File: src/rtl/hicore_icb_splitter_pkg.sv
// Shared constants for the HiCore ICB 1-to-3 splitter: target IDs,
// default address map and base widths.
package hicore_icb_splitter_pkg;

  localparam int HiCore_ADDR_SIZE = 32;
  localparam int HiCore_REG_SIZE  = 32;
  localparam int NUM_TGT          = 3;
  localparam int TGT_ID_W         = 2;

  typedef enum logic [TGT_ID_W-1:0] {
    TGT_CLINT = 2'd0,
    TGT_PLIC  = 2'd1,
    TGT_MEM   = 2'd2
  } tgt_e;

  localparam logic [HiCore_ADDR_SIZE-1:0] DEF_CLINT_BASE = 32'h0200_0000;
  localparam logic [HiCore_ADDR_SIZE-1:0] DEF_CLINT_MASK = 32'hFFFF_0000;
  localparam logic [HiCore_ADDR_SIZE-1:0] DEF_PLIC_BASE  = 32'h0C00_0000;
  localparam logic [HiCore_ADDR_SIZE-1:0] DEF_PLIC_MASK  = 32'hFC00_0000;

endpackage

File: src/rtl/hicore_outs_fifo.sv
// In-order FIFO of outstanding target IDs; count doubles as the splitter's
// outstanding counter.
module hicore_outs_fifo
  import hicore_icb_splitter_pkg::*;
#(
  parameter int DEPTH = 4,
  parameter int CNT_W = $clog2(DEPTH) + 1
) (
  input  logic                clk,
  input  logic                rst_n,
  input  logic                push,
  input  logic [TGT_ID_W-1:0] din,
  input  logic                pop,
  output logic [TGT_ID_W-1:0] dout,
  output logic                full,
  output logic                empty,
  output logic [CNT_W-1:0]    count
);

  localparam int PTR_W = $clog2(DEPTH);

  logic [TGT_ID_W-1:0] mem_q [DEPTH];
  logic [TGT_ID_W-1:0] mem_d [DEPTH];
  logic [PTR_W-1:0]    wr_ptr_q, wr_ptr_d;
  logic [PTR_W-1:0]    rd_ptr_q, rd_ptr_d;
  logic [CNT_W-1:0]    cnt_q, cnt_d;
  logic                do_push, do_pop;

  assign full    = (cnt_q == CNT_W'(DEPTH));
  assign empty   = (cnt_q == '0);
  assign count   = cnt_q;
  assign dout    = mem_q[rd_ptr_q];
  assign do_push = push & !full;
  assign do_pop  = pop & !empty;

  // DEPTH is a power of two, so pointer overflow is the modulo wrap.
  always_comb begin
    mem_d    = mem_q;
    wr_ptr_d = wr_ptr_q;
    rd_ptr_d = rd_ptr_q;
    cnt_d    = cnt_q;
    if (do_push) begin
      mem_d[wr_ptr_q] = din;
      wr_ptr_d        = wr_ptr_q + PTR_W'(1);
    end
    if (do_pop) begin
      rd_ptr_d = rd_ptr_q + PTR_W'(1);
    end
    case ({do_push, do_pop})
      2'b10:   cnt_d = cnt_q + CNT_W'(1);
      2'b01:   cnt_d = cnt_q - CNT_W'(1);
      default: cnt_d = cnt_q;
    endcase
  end

  always_ff @(posedge clk or negedge rst_n) begin
    if (!rst_n) begin
      for (int i = 0; i < DEPTH; i++) mem_q[i] <= '0;
      wr_ptr_q <= '0;
      rd_ptr_q <= '0;
      cnt_q    <= '0;
    end else begin
      mem_q    <= mem_d;
      wr_ptr_q <= wr_ptr_d;
      rd_ptr_q <= rd_ptr_d;
      cnt_q    <= cnt_d;
    end
  end

endmodule

File: src/rtl/hicore_icb_splitter.sv
// 1-to-3 ICB splitter (CLINT / PLIC / memory) with in-order response steering.
// Handshake: a transfer happens on a cycle where valid && ready; valid never waits on ready.
module hicore_icb_splitter
  import hicore_icb_splitter_pkg::*;
#(
  parameter int                 ADDR_W     = HiCore_ADDR_SIZE,
  parameter int                 DATA_W     = HiCore_REG_SIZE,
  parameter int                 OUTS_DEPTH = 4,
  parameter logic [ADDR_W-1:0]  CLINT_BASE = DEF_CLINT_BASE,
  parameter logic [ADDR_W-1:0]  CLINT_MASK = DEF_CLINT_MASK,
  parameter logic [ADDR_W-1:0]  PLIC_BASE  = DEF_PLIC_BASE,
  parameter logic [ADDR_W-1:0]  PLIC_MASK  = DEF_PLIC_MASK,
  parameter int                 CNT_W      = $clog2(OUTS_DEPTH) + 1
) (
  input  logic                        clk,
  input  logic                        rst_n,
  input  logic                        m_icb_cmd_valid,
  output logic                        m_icb_cmd_ready,
  input  logic                        m_icb_cmd_read,
  input  logic [ADDR_W-1:0]           m_icb_cmd_addr,
  input  logic [DATA_W-1:0]           m_icb_cmd_wdata,
  input  logic [DATA_W/8-1:0]         m_icb_cmd_wmask,
  output logic                        m_icb_rsp_valid,
  input  logic                        m_icb_rsp_ready,
  output logic                        m_icb_rsp_err,
  output logic [DATA_W-1:0]           m_icb_rsp_rdata,
  output logic [NUM_TGT-1:0]          t_icb_cmd_valid,
  input  logic [NUM_TGT-1:0]          t_icb_cmd_ready,
  output logic                        t_icb_cmd_read,
  output logic [ADDR_W-1:0]           t_icb_cmd_addr,
  output logic [DATA_W-1:0]           t_icb_cmd_wdata,
  output logic [DATA_W/8-1:0]         t_icb_cmd_wmask,
  input  logic [NUM_TGT-1:0]          t_icb_rsp_valid,
  output logic [NUM_TGT-1:0]          t_icb_rsp_ready,
  input  logic [NUM_TGT-1:0]          t_icb_rsp_err,
  input  logic [NUM_TGT*DATA_W-1:0]   t_icb_rsp_rdata,
  output logic [CNT_W-1:0]            outs_cnt
);

  tgt_e                cmd_tgt;
  logic                sel0, sel1;
  logic [TGT_ID_W-1:0] head;
  logic                full, empty, push, pop;

  assign t_icb_cmd_read  = m_icb_cmd_read;
  assign t_icb_cmd_addr  = m_icb_cmd_addr;
  assign t_icb_cmd_wdata = m_icb_cmd_wdata;
  assign t_icb_cmd_wmask = m_icb_cmd_wmask;

  assign sel0 = ((m_icb_cmd_addr & CLINT_MASK) == CLINT_BASE);
  assign sel1 = !sel0 && ((m_icb_cmd_addr & PLIC_MASK) == PLIC_BASE);

  always_comb begin
    cmd_tgt = TGT_MEM;
    if (sel0)      cmd_tgt = TGT_CLINT;
    else if (sel1) cmd_tgt = TGT_PLIC;
  end

  // Ready depends only on decode and fill level, never on the response pop.
  always_comb begin
    t_icb_cmd_valid = '0;
    m_icb_cmd_ready = 1'b0;
    case (cmd_tgt)
      TGT_CLINT: begin
        t_icb_cmd_valid[0] = m_icb_cmd_valid & !full;
        m_icb_cmd_ready    = t_icb_cmd_ready[0] & !full;
      end
      TGT_PLIC: begin
        t_icb_cmd_valid[1] = m_icb_cmd_valid & !full;
        m_icb_cmd_ready    = t_icb_cmd_ready[1] & !full;
      end
      default: begin
        t_icb_cmd_valid[2] = m_icb_cmd_valid & !full;
        m_icb_cmd_ready    = t_icb_cmd_ready[2] & !full;
      end
    endcase
  end

  // Only the FIFO head may present a response; everything else stalls.
  always_comb begin
    m_icb_rsp_valid = 1'b0;
    m_icb_rsp_err   = 1'b0;
    m_icb_rsp_rdata = '0;
    t_icb_rsp_ready = '0;
    if (!empty) begin
      case (head)
        2'd0: begin
          m_icb_rsp_valid    = t_icb_rsp_valid[0];
          m_icb_rsp_err      = t_icb_rsp_err[0];
          m_icb_rsp_rdata    = t_icb_rsp_rdata[0*DATA_W +: DATA_W];
          t_icb_rsp_ready[0] = m_icb_rsp_ready;
        end
        2'd1: begin
          m_icb_rsp_valid    = t_icb_rsp_valid[1];
          m_icb_rsp_err      = t_icb_rsp_err[1];
          m_icb_rsp_rdata    = t_icb_rsp_rdata[1*DATA_W +: DATA_W];
          t_icb_rsp_ready[1] = m_icb_rsp_ready;
        end
        default: begin
          m_icb_rsp_valid    = t_icb_rsp_valid[2];
          m_icb_rsp_err      = t_icb_rsp_err[2];
          m_icb_rsp_rdata    = t_icb_rsp_rdata[2*DATA_W +: DATA_W];
          t_icb_rsp_ready[2] = m_icb_rsp_ready;
        end
      endcase
    end
  end

  assign push = m_icb_cmd_valid & m_icb_cmd_ready;
  assign pop  = m_icb_rsp_valid & m_icb_rsp_ready;

  hicore_outs_fifo #(
    .DEPTH (OUTS_DEPTH),
    .CNT_W (CNT_W)
  ) u_outs_fifo (
    .clk   (clk),
    .rst_n (rst_n),
    .push  (push),
    .din   (cmd_tgt),
    .pop   (pop),
    .dout  (head),
    .full  (full),
    .empty (empty),
    .count (outs_cnt)
  );

endmodule

File: config.mk
export PLATFORM = sky130hd
export DESIGN_NAME = hicore_icb_splitter
export DESIGN_NICKNAME = d
export VERILOG_FILES = /design/src/rtl/hicore_icb_splitter_pkg.sv /design/src/rtl/hicore_outs_fifo.sv /design/src/rtl/hicore_icb_splitter.sv
export SDC_FILE = /design/constraint.sdc
export NUM_CORES = 1
export LEC_CHECK = 0
export ABC_AREA = 1
export CAP_MARGIN = 40
export CORE_AREA = 2 2 113 115
export CTS_BUF_LIST = sky130_fd_sc_hd__clkbuf_8 sky130_fd_sc_hd__clkbuf_16
export CTS_CLUSTER_SIZE = 8
export DETAILED_ROUTE_END_ITERATION = 10
export DIE_AREA = 0 0 115 117
export GPL_ROUTABILITY_DRIVEN = 0
export SYNTH_ARGS = -nofsm -noshare
export SYNTH_HDL_FRONTEND = slang
export SYNTH_SLANG_ARGS = --single-unit
File: constraint.sdc
create_clock -name clk -period 6.9 [get_ports clk]
set_input_delay 0.69 -clock clk [delete_from_list [all_inputs] [get_ports clk]]
set_output_delay 0.69 -clock clk [all_outputs]
set_load 0.1 [all_outputs]
==> impl_metrics.env <==
export IMPL_drt_total_wl_mm=9.94
export IMPL_critPathArrivalTime_ns=2.83
export IMPL_reg2reg_slack_ns=4.27
export IMPL_grt_pass1_vias=2949
export IMPL_start_kind="input pin"
export IMPL_tightest_slew_ns=0.674
export IMPL_synth_area_leaders="nand2_1 26%, buf_4 23%, dfrtp_1 15%, nand3_1 8.8%, inv_1 7.4%"
export IMPL_cpPeakStageDelay_ns=0.54
export IMPL_dp_hpwl_mm=8.31
export IMPL_coreArea_sq_um=12300
export IMPL_start_util=0.203
export IMPL_worstReg2RegStart="u_outs_fifo.count[1]"
export IMPL_rows=41
export IMPL_synthDominantCellAreaShare=0.264
export IMPL_finalSetupViolCount=0
export IMPL_cts_sinks=15
export IMPL_synth_cell_area_sq_um=2500
export IMPL_synth_cells=430
export IMPL_final_antenna_net_count=0
export IMPL_cp_slowest_cell="clkdlybuf4s50_1"
export IMPL_fmax_mhz=284
export IMPL_regArea_sq_um=375
export IMPL_cts_clk_slew_worst_paths_ns=0.05
export IMPL_insertedDiodeCount=0
export IMPL_routedWlPerCell_um=13.3
export IMPL_die_w_um=115
export IMPL_postCtsSetupBuffers=0
export IMPL_relSlewSlack=0.549
export IMPL_fp_dieH_um=117
export IMPL_first_pass_iters=4
export IMPL_rsz0062_at_grt="no"
export IMPL_end_kind="output port"
export IMPL_critical_path_cell_chain="clkdlybuf4s50_1, inv_1, nor2_1, nand2_1, nor2_1, nand2_1, nand3_2, nand3_2, a31oi_1, clkdlybuf4s50_1, buf_8"
export IMPL_ys_types=28
export IMPL_hold_buffers=0
export IMPL_synth_nets=614
export IMPL_ys_top_cells_by_count="176 x nand2_1, 76 x buf_4, 49 x inv_1"
export IMPL_finalHoldViolations=0
export IMPL_multi_input_area_sq_um=1320
export IMPL_clock_skew_ns=0.00404
export IMPL_cp_max_fo=6
export IMPL_synth_edff_count=0
export IMPL_fillers=1246
export IMPL_critical_path_required_ns=6.21
export IMPL_worst_r2r_endpoint="u_outs_fifo.count[2]"
export IMPL_antenna_found_initial=0
export IMPL_yosysWarnings=0
export IMPL_hold_path_end="u_outs_fifo.mem_q[6]"
export IMPL_ys_ff_latch=15
export IMPL_finalSetupTns_ns=0
export IMPL_final_nets=782
export IMPL_synth_main_ff_cell="dfrtp_1"
export IMPL_vias=3156
export IMPL_yosysSeqAreaShare=0.150
export IMPL_drc_errors=0
export IMPL_syn_to_final_growth_pct=99.2
export IMPL_syn_avg_cell_area_sq_um=5.82
export IMPL_grt_use_total=0.133
export IMPL_post_route_util=0.405
export IMPL_io_pins=291
export IMPL_yosysMostFrequentCell="nand2_1"
export IMPL_insertion_delay_ns=0.24
export IMPL_hp_class="flip-flop to flip-flop"
export IMPL_cap_viol_max_count=0
export IMPL_post_route_period_util=0.510
export IMPL_postSynth_asyncResetShare=1.00
export IMPL_drive_above_1_share=0.139
export IMPL_clockBufferDepth=2
export IMPL_dieArea_sq_um=13500
export IMPL_port_buffers=184
export IMPL_synth_top_cell_by_area="nand2_1"
export IMPL_gr_total_overflow=0
export IMPL_critical_path_class="input pin to output port"
export IMPL_hold_depth=2
export IMPL_cts_buffers=3
export IMPL_root_buffer="clkbuf_16"
export IMPL_status="completed"
export IMPL_maxSlewViolCount=0
export IMPL_reg2reg_depth=13
export IMPL_tritoncts="yes"
export IMPL_min_period_ns=3.52
export IMPL_grt_max_degree=36
export IMPL_h_tree_depth=1
export IMPL_cts_resized=0
export IMPL_drt_iter0_drc=128
export IMPL_via_per_inst=4.22
export IMPL_grt_pass1_wl_mm=14.4
export IMPL_hp_start="u_outs_fifo.mem_q[6]"
[sequential cells by signal, summed over array words and instances (netlist names)]
signal and count:
u_outs_fifo.wr_ptr_q 2, u_outs_fifo.count 3, u_outs_fifo.mem_q 8, u_outs_fifo.rd_ptr_q 2
[metal layers]
metal | up-vias | global-route usage | share of wire
met5 | - | 0 | 0
met4 | 0 | 0.0265 | 0.014
met3 | 10 | 0.0479 | 0.10
met2 | 150 | 0.238 | 0.49
met1 | 1414 | 0.154 | 0.40
li1 | 1582 | - | -
[worst max-delay path, delay by kind of cell]
family / cells / cell delay [ns]
buffers and inverters: 4 / 1.26
AND/OR/NAND/NOR: 6 / 0.72
AO/OA/AOI/OAI: 1 / 0.16
[worst max-delay path by stage]
| stage | cells after the start | slack [ns] | end | from |
|---|---|---|---|---|
| 6_report | 11 | 3.38 | m_icb_cmd_ready | m_icb_cmd_addr[25] |
| 5_1_grt | 11 | 3.19 | m_icb_cmd_ready | m_icb_cmd_addr[25] |
| 4_1_cts | 12 | 3.35 | m_icb_rsp_rdata[24] | u_outs_fifo.rd_ptr_q[0] |
| 3_5_place_dp | 11 | 3.37 | m_icb_cmd_ready | m_icb_cmd_addr[25] |
| 3_3_place_gp | 10 | 3.00 | m_icb_cmd_ready | m_icb_cmd_addr[25] |
| 2_1_floorplan | 4 | 2.61 | t_icb_rsp_ready[1] | u_outs_fifo.count[1] |
[cell type report]
cell class,instances,area share
Clock buffer,3,0.0151
Clock inverter,1,0.000753
Inverter,54,0.0417
Multi-Input combinational cell,279,0.265
Sequential cell,15,0.0753
Tap cell,150,0.0377
Timing Repair Buffer,245,0.564
[per-stage QoR]
stage,hold WS (ns),area [sq um],setup slack (ns),std cells
5_1_grt,0.522,4980,3.19,747
6_report,0.477,4980,3.38,747
4_1_cts,0.485,4980,3.35,747
3_5_place_dp,0.473,4900,3.37,743
2_1_floorplan,0.394,2500,2.61,430
3_3_place_gp,0.474,3940,3.00,683
[cells by family (layout without fill, tap and decap cells)]
family / Yosys count / in the layout / synth area share
buffers and inverters: 136 / 303 / 0.322
AOI/OAI and AO/OA: 8 / 8 / 0.0195
DFF: 15 / 15 / 0.150
xor gates and xnor gates: 4 / 4 / 0.0140
adders and majority gates: 6 / 6 / 0.0330
and+or+nand+nor: 261 / 261 / 0.462
[layout by cell type, fill, tap and decap left out, drive strengths merged]
cell type        n
clkdlybuf4s50  184
nand2          179
buf             61
inv             55
nand3           50
nor2            19
dfrtp           15
nand4            9
ha               5
o21ai            4
xor2             3
clkbuf           3
nand3b           2
a21oi            2
a31oi            2
or2              1
nor3             1
xnor2            1
fa               1
Power is not shown: default switching activity piles up to over one toggle a cycle in this logic, so the estimate is an artifact.
